<file path="config.mk">
export PLATFORM = sky130hd
export DESIGN_NAME = adc_fifo_packer
export DESIGN_NICKNAME = d
export VERILOG_FILES = /design/src/rtl/adc_fifo_packer_pkg.sv /design/src/rtl/adc_byte_queue.sv /design/src/rtl/adc_fifo_packer.sv
export SDC_FILE = /design/constraint.sdc
export NUM_CORES = 1
export LEC_CHECK = 0
export BUFFER_PORTS_ARGS = -buffer_cell sky130_fd_sc_hd__buf_4
export CORE_UTILIZATION = 61
export CTS_BUF_LIST = sky130_fd_sc_hd__clkbuf_2 sky130_fd_sc_hd__clkbuf_4 sky130_fd_sc_hd__clkbuf_8
export CTS_CLUSTER_DIAMETER = 100
export CTS_CLUSTER_SIZE = 16
export DETAILED_ROUTE_END_ITERATION = 16
export GPL_TIMING_DRIVEN = 0
export PLACE_DENSITY = 0.83
export SLEW_MARGIN = 20
export SYNTH_ARGS = -nofsm -noshare
export SYNTH_HDL_FRONTEND = slang
export SYNTH_HIERARCHICAL = 1
export SYNTH_SLANG_ARGS = --single-unit
</file>
<file path="constraint.sdc">
create_clock -name clk_adc -period 4.4 [get_ports clk_adc]
set_clock_uncertainty 0.1 [all_clocks]
set_input_delay 0.22 -clock clk_adc [delete_from_list [all_inputs] [get_ports clk_adc]]
set_output_delay 0.22 -clock clk_adc [all_outputs]
set_load 0.1 [all_outputs]
</file>
<file path="src/rtl/adc_fifo_packer_pkg.sv">
// adc_fifo_packer_pkg
//   Types and constants shared by the ADC write-side byte packer:
//   FSM state encoding and bit positions inside the sticky error byte.
package adc_fifo_packer_pkg;

    typedef enum logic [1:0] {
        ST_IDLE  = 2'd0,
        ST_EVEN  = 2'd1,
        ST_ODD   = 2'd2,
        ST_DRAIN = 2'd3
    } state_t;

    localparam int unsigned FERR_FULL_DROP   = 0;
    localparam int unsigned FERR_OVERRUN     = 1;
    localparam int unsigned FERR_IDLE_SAMPLE = 2;

endpackage

</file>
<file path="src/rtl/adc_byte_queue.sv">
// adc_byte_queue
//   Small byte queue: up to two pushes and one pop per cycle.
//   Ports:
//     clk_adc, reset_n  : clock, async active-low reset
//     i_push_cnt        : number of bytes pushed this cycle (0..2)
//     i_push_d0/d1      : pushed bytes, d0 enters first
//     i_pop             : remove head byte (only while o_avail)
//     o_head            : head byte (bypasses d0 when the queue is empty)
//     o_avail           : a byte can be popped this cycle
//     o_free            : free entries, before this cycle's push/pop
module adc_byte_queue #(
    parameter int pQUEUE_DEPTH = 4
) (
    input  logic                            clk_adc,
    input  logic                            reset_n,
    input  logic [1:0]                      i_push_cnt,
    input  logic [7:0]                      i_push_d0,
    input  logic [7:0]                      i_push_d1,
    input  logic                            i_pop,
    output logic [7:0]                      o_head,
    output logic                            o_avail,
    output logic [$clog2(pQUEUE_DEPTH):0]   o_free
);
    localparam int unsigned AW = $clog2(pQUEUE_DEPTH);

    logic [7:0]    r_mem [pQUEUE_DEPTH];
    logic [AW-1:0] r_wr_ptr;
    logic [AW-1:0] r_rd_ptr;
    logic [AW:0]   r_count;
    logic          w_empty;
    logic [AW-1:0] w_wr_ptr1;

    assign w_empty   = (r_count == '0);
    assign w_wr_ptr1 = r_wr_ptr + AW'(1);
    // An empty queue forwards the byte being pushed so a lone byte leaves
    // on the cycle after it was accepted.
    assign o_avail   = !w_empty || (i_push_cnt != 2'd0);
    assign o_head    = w_empty ? i_push_d0 : r_mem[r_rd_ptr];
    assign o_free    = (AW+1)'(pQUEUE_DEPTH) - r_count;

    always_ff @(posedge clk_adc) begin
        if (i_push_cnt != 2'd0) r_mem[r_wr_ptr]  <= i_push_d0;
        if (i_push_cnt == 2'd2) r_mem[w_wr_ptr1] <= i_push_d1;
    end

    always_ff @(posedge clk_adc or negedge reset_n) begin
        if (!reset_n) begin
            r_wr_ptr <= '0;
            r_rd_ptr <= '0;
            r_count  <= '0;
        end else begin
            r_wr_ptr <= r_wr_ptr + AW'(i_push_cnt);
            r_rd_ptr <= r_rd_ptr + AW'(i_pop);
            r_count  <= r_count + (AW+1)'(i_push_cnt) - (AW+1)'(i_pop);
        end
    end

endmodule

</file>
<file path="src/rtl/adc_fifo_packer.sv">
// adc_fifo_packer
//   Packs ADC samples into bytes and writes them into the capture FIFO.
//   12-bit mode: two samples -> three bytes; low-res mode: one byte/sample.
//   Ports:
//     clk_adc, reset_n        : clock, async active-low reset
//     arm_i                   : capture enable level
//     adc_data, adc_valid     : sample and qualifier
//     low_res, low_res_lsb    : packing mode (latched at arm)
//     stream_segment_size     : bytes per segment, 0 = off
//     clear_fifo_errors       : pulse clearing the sticky error byte
//     fifo_full               : capture FIFO full
//     fifo_wr_en/fifo_wr_data : FIFO write port
//     fifo_error_stat         : sticky error flags
//     segment_done            : pulse with the write ending a segment
//     bytes_written           : bytes written since arm
module adc_fifo_packer
    import adc_fifo_packer_pkg::*;
#(
    parameter int pADC_BITS    = 12,
    parameter int pQUEUE_DEPTH = 4
) (
    input  logic                 clk_adc,
    input  logic                 reset_n,
    input  logic                 arm_i,
    input  logic [pADC_BITS-1:0] adc_data,
    input  logic                 adc_valid,
    input  logic                 low_res,
    input  logic                 low_res_lsb,
    input  logic [31:0]          stream_segment_size,
    input  logic                 clear_fifo_errors,
    input  logic                 fifo_full,
    output logic                 fifo_wr_en,
    output logic [7:0]           fifo_wr_data,
    output logic [7:0]           fifo_error_stat,
    output logic                 segment_done,
    output logic [31:0]          bytes_written
);
    localparam int unsigned QAW = $clog2(pQUEUE_DEPTH);

    state_t      r_state;
    logic        r_low_res;
    logic        r_lsb;
    logic [3:0]  r_residue;
    logic        r_wr_en;
    logic [7:0]  r_wr_data;
    logic [2:0]  r_err;
    logic        r_seg_done;
    logic [31:0] r_bytes;
    logic [31:0] r_seg_cnt;

    state_t      w_state_nxt;
    logic [1:0]  w_push_cnt;
    logic [7:0]  w_d0;
    logic [7:0]  w_d1;
    logic [2:0]  w_set_err;
    logic        w_res_ld;
    logic        w_arm_start;
    logic        w_pop;
    logic        w_avail;
    logic [7:0]  w_head;
    logic [QAW:0] w_free;
    logic        w_fits1;
    logic        w_fits2;
    logic [31:0] w_seg_nxt;

    adc_byte_queue #(
        .pQUEUE_DEPTH (pQUEUE_DEPTH)
    ) u_queue (
        .clk_adc    (clk_adc),
        .reset_n    (reset_n),
        .i_push_cnt (w_push_cnt),
        .i_push_d0  (w_d0),
        .i_push_d1  (w_d1),
        .i_pop      (w_pop),
        .o_head     (w_head),
        .o_avail    (w_avail),
        .o_free     (w_free)
    );

    assign w_fits1     = (w_free != '0);
    assign w_fits2     = (w_free >= (QAW+1)'(2));
    assign w_pop       = w_avail && !fifo_full;
    assign w_arm_start = (r_state == ST_IDLE) && arm_i;
    assign w_seg_nxt   = r_seg_cnt + 32'd1;

    always_comb begin
        w_state_nxt = r_state;
        w_push_cnt  = 2'd0;
        w_d0        = 8'h00;
        w_d1        = 8'h00;
        w_set_err   = 3'b000;
        w_res_ld    = 1'b0;
        case (r_state)
            ST_IDLE: begin
                if (adc_valid) w_set_err[FERR_IDLE_SAMPLE] = 1'b1;
                if (arm_i)     w_state_nxt = ST_EVEN;
            end
            ST_EVEN: begin
                if (!arm_i) begin
                    w_state_nxt = ST_DRAIN;
                end else if (adc_valid) begin
                    if (w_fits1) begin
                        w_push_cnt = 2'd1;
                        if (r_low_res) begin
                            w_d0 = r_lsb ? adc_data[7:0] : adc_data[11:4];
                        end else begin
                            w_d0        = adc_data[11:4];
                            w_res_ld    = 1'b1;
                            w_state_nxt = ST_ODD;
                        end
                    end else if (fifo_full) begin
                        w_set_err[FERR_FULL_DROP] = 1'b1;
                    end else begin
                        w_set_err[FERR_OVERRUN] = 1'b1;
                    end
                end
            end
            ST_ODD: begin
                if (!arm_i) begin
                    // Flush the dangling nibble as a zero-padded byte.
                    if (w_fits1) begin
                        w_push_cnt  = 2'd1;
                        w_d0        = {r_residue, 4'h0};
                        w_state_nxt = ST_DRAIN;
                    end
                end else if (adc_valid) begin
                    if (w_fits2) begin
                        w_push_cnt  = 2'd2;
                        w_d0        = {r_residue, adc_data[11:8]};
                        w_d1        = adc_data[7:0];
                        w_state_nxt = ST_EVEN;
                    end else if (fifo_full) begin
                        w_set_err[FERR_FULL_DROP] = 1'b1;
                    end else begin
                        w_set_err[FERR_OVERRUN] = 1'b1;
                    end
                end
            end
            ST_DRAIN: begin
                if (adc_valid) w_set_err[FERR_IDLE_SAMPLE] = 1'b1;
                if (!w_avail)  w_state_nxt = ST_IDLE;
            end
            default: w_state_nxt = ST_IDLE;
        endcase
    end

    always_ff @(posedge clk_adc or negedge reset_n) begin
        if (!reset_n) begin
            r_state    <= ST_IDLE;
            r_low_res  <= 1'b0;
            r_lsb      <= 1'b0;
            r_residue  <= '0;
            r_wr_en    <= 1'b0;
            r_wr_data  <= '0;
            r_err      <= '0;
            r_seg_done <= 1'b0;
            r_bytes    <= '0;
            r_seg_cnt  <= '0;
        end else begin
            r_state <= w_state_nxt;
            if (w_arm_start) begin
                r_low_res <= low_res;
                r_lsb     <= low_res_lsb;
            end
            if (w_res_ld) r_residue <= adc_data[3:0];
            r_wr_en <= w_pop;
            if (w_pop) r_wr_data <= w_head;
            // A new error in the clearing cycle survives the clear.
            r_err      <= (clear_fifo_errors ? 3'b000 : r_err) | w_set_err;
            r_seg_done <= 1'b0;
            if (w_arm_start) begin
                r_bytes   <= '0;
                r_seg_cnt <= '0;
            end else if (w_pop) begin
                r_bytes <= r_bytes + 32'd1;
                if ((stream_segment_size != 32'd0) && (w_seg_nxt == stream_segment_size)) begin
                    r_seg_done <= 1'b1;
                    r_seg_cnt  <= '0;
                end else begin
                    r_seg_cnt <= w_seg_nxt;
                end
            end
        end
    end

    assign fifo_wr_en      = r_wr_en;
    assign fifo_wr_data    = r_wr_data;
    assign fifo_error_stat = {5'b00000, r_err};
    assign segment_done    = r_seg_done;
    assign bytes_written   = r_bytes;

endmodule

</file>
* Yosys cells after proc, flatten, opt, wreduce, memory -nomap -nowiden *
Memories as Yosys holds them, arrays and structs flattened.
Cells that the tools add are included.

storage, ports and cells
  flip-flop bits (word level) = 92
  memories kept = 1
  output and inout port bits = 50
  memory bits (writable) = 32

memory list
  name           words  bits a word  rd ports  clocked after memory_dff  wr ports  RTL line              RTL
  u_queue.r_mem  4      8            1         0                         2         adc_byte_queue.sv:26  logic [7:0] r_mem [pQUEUE_DEPTH];

operators by class
  magnitude comparators = 1
  $add $sub $neg = 8
  bitwise gates (word level) = 1
  mux-type cells = 62
  reductions and logical operators = 14
  equality and inequality tests = 13

operator list
  cell                   count
  $mux 32                5
  $mux 8                 14
  $add 32x1->32 const B  2
  $mux 2                 19
  $eq 32x32->1           1
  $reduce_bool 32->1     1
  $mux 1                 19
  $ne 3x3->1 const B     6
  $pmux 8 s2             1
  $pmux 2 s2             2
  $pmux 2 s4             1
  $reduce_and 8->1       1
  $eq 2x2->1 const B     3
  $ne 2x2->1 const B     2
  $reduce_bool 2->1      2
  $add 3x2->3            1
  $ge 3x2->1 const B     1
  $logic_and 1x1->1      3
  $logic_not 3->1        1
  $mux 3                 1
  $or 3x3->3             1
  $reduce_bool 3->1      1
  $sub 3x1->3            1
  $sub 3x3->3 const A    1
  8 further kinds        9

* Logic depth before layout (Yosys ltp) *
  word-level depth = 11
  mapped depth = 20
  depth with buffers taken out = 18

* By module *
The synthesis kept the hierarchy.

modules (own cells, without submodules)
  module           instances  area each (um^2)  cells an instance
  adc_fifo_packer  1          5940.7            694
  adc_byte_queue   1          2114.5            164

* Worst setup path before layout *
Ideal clock, no wire load.

  kind = flip-flop to flip-flop
  start point = reg u_queue.r_count[0]
  end point = reg u_queue.r_count[2]
  period minus slack after synthesis = 3974 ps
  setup time = 123 ps
  data arrival time = 3751 ps
  data required time = 4177 ps
  cell stages (with the launch flop) = 21
  path slack = 426 ps
  path buffers = 3
  cell sequence = dfrtp_1 inv_1 ha_1 ha_1 inv_1 nor2_1 nor2_1 and2_1 clkbuf_1 nor2_1 nand2_1 nand2_1 clkinv_1 clkbuf_1 buf_1 ha_1 inv_1 ha_1 fa_1 xnor2_1 xnor2_1

on the way
  longest elaborated chain between the ends = 10
  elaborated cells on any way between the ends = 17
  classes of those cells = add/sub (3); order compare (1); mux (7); reduce/logical (6)

RTL lines
  element                   RTL line                RTL
  start: declaration        adc_byte_queue.sv:29    logic [AW:0] r_count;
  start signal: assignment  adc_byte_queue.sv:54    r_count <= r_count + (AW+1)'(i_push_cnt) - (AW+1)'(i_pop);
  $sub 3x3->3               adc_byte_queue.sv:39    assign o_free = (AW+1)'(pQUEUE_DEPTH) - r_count;
  via w_free[2]             adc_fifo_packer.sv:61   logic [QAW:0] w_free;
  $ge 3x2->1                adc_fifo_packer.sv:81   assign w_fits2 = (w_free >= (QAW+1)'(2));
  $mux 2                    adc_fifo_packer.sv:127  if (w_fits2) begin
  $mux 2                    adc_fifo_packer.sv:126  end else if (adc_valid) begin
  $mux 2                    adc_fifo_packer.sv:119  if (!arm_i) begin
  $pmux 2 s2                adc_fifo_packer.sv:93   case (r_state)
  via w_push_cnt[1]         adc_fifo_packer.sv:52   logic [1:0] w_push_cnt;
  $reduce_bool 2->1         adc_byte_queue.sv:37    assign o_avail = !w_empty || (i_push_cnt != 2'd0);
  $logic_or 1x1->1          adc_byte_queue.sv:37
  via w_avail               adc_fifo_packer.sv:59   logic w_avail;
  $logic_and 1x1->1         adc_fifo_packer.sv:82   assign w_pop = w_avail && !fifo_full;
  via w_pop                 adc_fifo_packer.sv:58   logic w_pop;
  $sub 3x1->3               adc_byte_queue.sv:54

The timed path passes the listed nets, and every way through them passes these cells.
A chain may end at the register's enable or synchronous reset.

* Final worst setup path *
  start point = reg u_queue.r_count[0]
  end point = reg u_queue.r_count[2]

on the way
  longest elaborated chain between the ends = 10
  elaborated cells on any way between the ends = 17
  classes of those cells = add/sub (3); order compare (1); mux (7); reduce/logical (6)

RTL lines
  element                                          RTL line
  $sub 3x3->3 *                                    adc_byte_queue.sv:39
  via w_free[2]                                    adc_fifo_packer.sv:61
  $ge 3x2->1 or $reduce_bool 3->1 (tied branches)  adc_fifo_packer.sv:81, adc_fifo_packer.sv:80
  $mux 2 or $mux 1 (tied branches)                 adc_fifo_packer.sv:127, adc_fifo_packer.sv:102, adc_fifo_packer.sv:121
  $mux 2 or $mux 1 (tied branches)                 adc_fifo_packer.sv:126, adc_fifo_packer.sv:101
  $mux 2 or $mux 1 (tied branches)                 adc_fifo_packer.sv:119, adc_fifo_packer.sv:99
  $pmux 2 s2 *                                     adc_fifo_packer.sv:93
  $reduce_bool 2->1 *                              adc_byte_queue.sv:37
  $logic_or 1x1->1 *                               adc_byte_queue.sv:37
  via w_avail                                      adc_fifo_packer.sv:59
  $logic_and 1x1->1 *                              adc_fifo_packer.sv:82
  $sub 3x1->3 *                                    adc_byte_queue.sv:54

Mark *: on every way through the listed nets, which the timed path passes. The rest lies on a longest branch.

==> results.json <==
{
  "status": "completed",
  "nFillCells": 946,
  "numCtsBuffers": 17,
  "grt_pass1_wl_um": 32000,
  "globalplace.congestion": 0.961,
  "syn_area_um2": 8060,
  "yosys_warnings": 6,
  "via_per_inst": 5.85,
  "port-buffer-count": 96,
  "hold_class": "in -> reg",
  "worst_setup_path_end_kind": "register",
  "initial_core_util_pct": 63.3,
  "worstPathArrival_ns": 4.33,
  "multiInputGateArea_um2": 4410,
  "vdd_drop_max_v": 0.000455,
  "timing.final.crit_share_pct": 92.4,
  "slew_headroom_pct": 42.4,
  "dp_hpwl_um": 14500,
  "min_period_ns": 4.07,
  "placed_area_um2": 9010,
  "crit_slowest_cell": "fa_1",
  "tightest_slew_ns": 0.864,
  "setup_ws_ns": 0.334,
  "fp.coreArea_um2": 12700,
  "drtIter0Drc": 623,
  "syn_to_final_growth_pct": 18.4,
  "slowest_delay_ns": 0.39,
  "drtAntennaViolNets": 0,
  "synth_cell_types": 80,
  "dieArea_um2": 13700,
  "stdcell_count": 1171,
  "n_antenna_cell": 0,
  "ys_seq_elements": 124,
  "wire_per_inst_um": 17.0,
  "synthArstFlopShare_pct": 74.2,
  "place_ws_ns": -0.721,
  "synth_cells": 858,
  "dieWidth_um": 117,
  "antenna_found_initial": 0,
  "postLayoutCoreUtil_pct": 75.0,
  "finalHoldViolations": 0,
  "cts_sinks": 124,
  "critical_path_required_ns": 4.66,
  "path_class": "reg -> reg",
  "grt_pass1_vias": 6576,
  "path_max_fanout": 21,
  "synthFlopType": "dfrtp_1",
  "seq_area_frac_synth_pct": 40.5,
  "synth_edf_count": 32,
  "rsz0062_at_grt": "false",
  "die_y_um": 117,
  "fmax_mhz": 246,
  "h-tree-depth": 4,
  "nNetsFinal": 1053,
  "final_cell_area_um2": 9540,
  "cts_root_buf": "clkbuf_8",
  "p_per_area_nw_per_um2": 472,
  "drv_cap": 0,
  "row_count": 41,
  "drive_above_1_share_pct": 22.7,
  "clockBufferDepth": 2,
  "path_common_cell": "ha_1",
  "grtUsageTotal_pct": 30.6,
  "routed-via-count": 6847,
  "drv_slew": 0,
  "regArea_um2": 3260,
  "ios": 102,
  "crit_chain": "inv_1, ha_1, ha_1, inv_1, nor2_2, nor2_1, and2_2, nor2_2, nand2_1, nand2_4, clkinv_2, clkbuf_4, ha_1, inv_1, ha_1, fa_1, xnor2_1, xnor2_1",
  "drcViolationCount": 0,
  "drt_wl_total_um": 20000,
  "syn_area_per_cell_um2": 9.39,
  "cts_tree": "yes",
  "path_clk_slew_ns": 0.07,
  "cellLeakagePower_nw": 4.13,
  "dr.pass1.iters": 5,
  "critPathTopFamily": "adder cells",
  "grt_max_degree": 93,
  "cp-start-kind": "register",
  "r2r_setup_slack_ns": 0.33,
  "path_buf_inv": 5,
  "grt-ovfl-total": 0,
  "setup_violations": 0,
  "dp.cells": 1130,
  "clk_latency_ns": 0.45
}
synth_stat cells (all sizes together) (4+ instances only):
master	instances	area share [%]
a211oi	12	1.1
a21oi	18	1.1
a221oi	8	0.87
a31oi	5	0.39
and2	14	1.1
and3	10	0.79
and4	5	0.56
buf	30	2.9
clkbuf	15	0.87
dfrtp	92	29
edfxtp	32	12
ha	14	2.2
inv	31	1.4
mux2	31	4.4
mux2i	18	2.2
nand2	91	4.2
nand2b	6	0.50
nand3	35	2.4
nand3b	5	0.47
nand4	29	3.0
nor2	107	5.0
nor2b	11	0.85
nor3	25	1.8
nor4	20	2.1
o21ai	31	1.9
o22ai	6	0.47
o31ai	4	0.37
or3	11	0.87
or4	5	0.51
xnor2	57	6.2
xor2	45	4.9
kinds of logic (layout without fill, tap and decap cells):
family / count (synthesis) / in the layout / share of synthesized area, %
other cells: 1 / 5 / 0.0466
fa+ha+maj: 15 / 15 / 2.42
mux: 49 / 49 / 6.62
buf+inv: 77 / 214 / 5.23
flops: 124 / 124 / 40.5
xor+xnor: 103 / 103 / 11.4
simple gates: 386 / 386 / 25.5
compound gates: 103 / 103 / 8.29
cell type report:
cell class                 instances  share of cell area [%]
multi-input combinational        661                    46.2
timing repair buffer             107                    8.75
clock inverter                    13                    1.47
buffer                            43                    3.12
clock buffer                      19                    2.68
tap                              172                    2.26
sequential                       124                    34.2
inverter                          32                    1.27
metrics by stage:
stage               power [mW]  setup TNS, ns  hold slack [ns]
floorplan                 2.99              0           -0.176
global placement          3.41          -1.35            0.314
detailed placement        3.46          -1.52            0.254
CTS                       4.49              0           0.0631
global route              4.74              0            0.103
finish                    4.50              0           0.0981
report_power, final:
part           switching [mW]  total (mW)  leakage (nW)  internal [mW]
Combinational            1.31        1.95          2.42          0.638
Sequential              0.148        1.55          1.52           1.40
Clock                   0.479        1.00         0.194          0.525
per-layer routing:
metal  GRT usage (%)  vias to the layer above  share of wire, %
met3            6.08                       42               5.6
li1                -                     3283                 -
met4            11.8                        0               2.1
met5               0                        -                 0
met2            52.3                      238                50
met1            38.4                     3284                42
cells in the final DEF, fill, tap and decap left out, types with 6 or more instances in the layout:
cell / n
buf_4: 111
dfrtp_1: 92
and2_1: 12
ha_1: 14
nand4_1: 23
xnor2_1: 57
and3_1: 9
xor2_1: 45
a221oi_1: 8
a211oi_1: 12
dlygate4sd3_1: 11
nand2_1: 90
nor2b_1: 11
o22ai_1: 6
clkbuf_1: 9
or3_1: 10
nor2_1: 104
clkbuf_8: 19
nor3_1: 22
mux2i_1: 18
o21ai_0: 31
mux2_2: 30
edfxtp_1: 32
nor4_1: 16
inv_1: 31
a21oi_1: 18
nand3_1: 33
buf_6: 8
registers in the layout (all words and copies together) (netlist names), 2 cells and up:
signal            flops
bytes_written        32
r_seg_cnt            32
u_queue/r_mem        32
fifo_wr_data          8
r_residue             4
r_err                 3
u_queue/r_count       3
r_state               2
u_queue/r_rd_ptr      2
u_queue/r_wr_ptr      2
worst register-to-register path: stages (launching register included):
cell,delay [ns]
dfrtp_1,0.37
inv_1,0.07
ha_1,0.19
ha_1,0.28
inv_1,0.06
nor2_2,0.17
nor2_1,0.16
and2_2,0.32
nor2_2,0.21
nand2_1,0.14
nand2_4,0.19
clkinv_2,0.17
clkbuf_4,0.31
ha_1,0.33
inv_1,0.04
ha_1,0.19
fa_1,0.39
xnor2_1,0.18
xnor2_1,0.14
path summary, 6_finish.rpt:
check	to	cells past startpoint	from
setup / recovery	u_queue/r_count[2]	18	u_queue/r_count[0]
min in group asynchronous	r_seg_cnt[10]	2	reset_n
hold / removal	r_state[1]	4	arm_i
max in group asynchronous	r_err[1]	2	reset_n
setup reg to reg	u_queue/r_count[2]	18	u_queue/r_count[0]
hold reg to reg	fifo_wr_data[6]	2	fifo_wr_data[6]
repair_timing:
action	4_1_cts	5_1_grt
setup buffers	0	0
hold endpoints to repair	101	0
setup endpoints to repair	8	15
hold buffers	11	0
gates resized for setup	4	5
No activity file was read; power rests on OpenSTA's default activity.
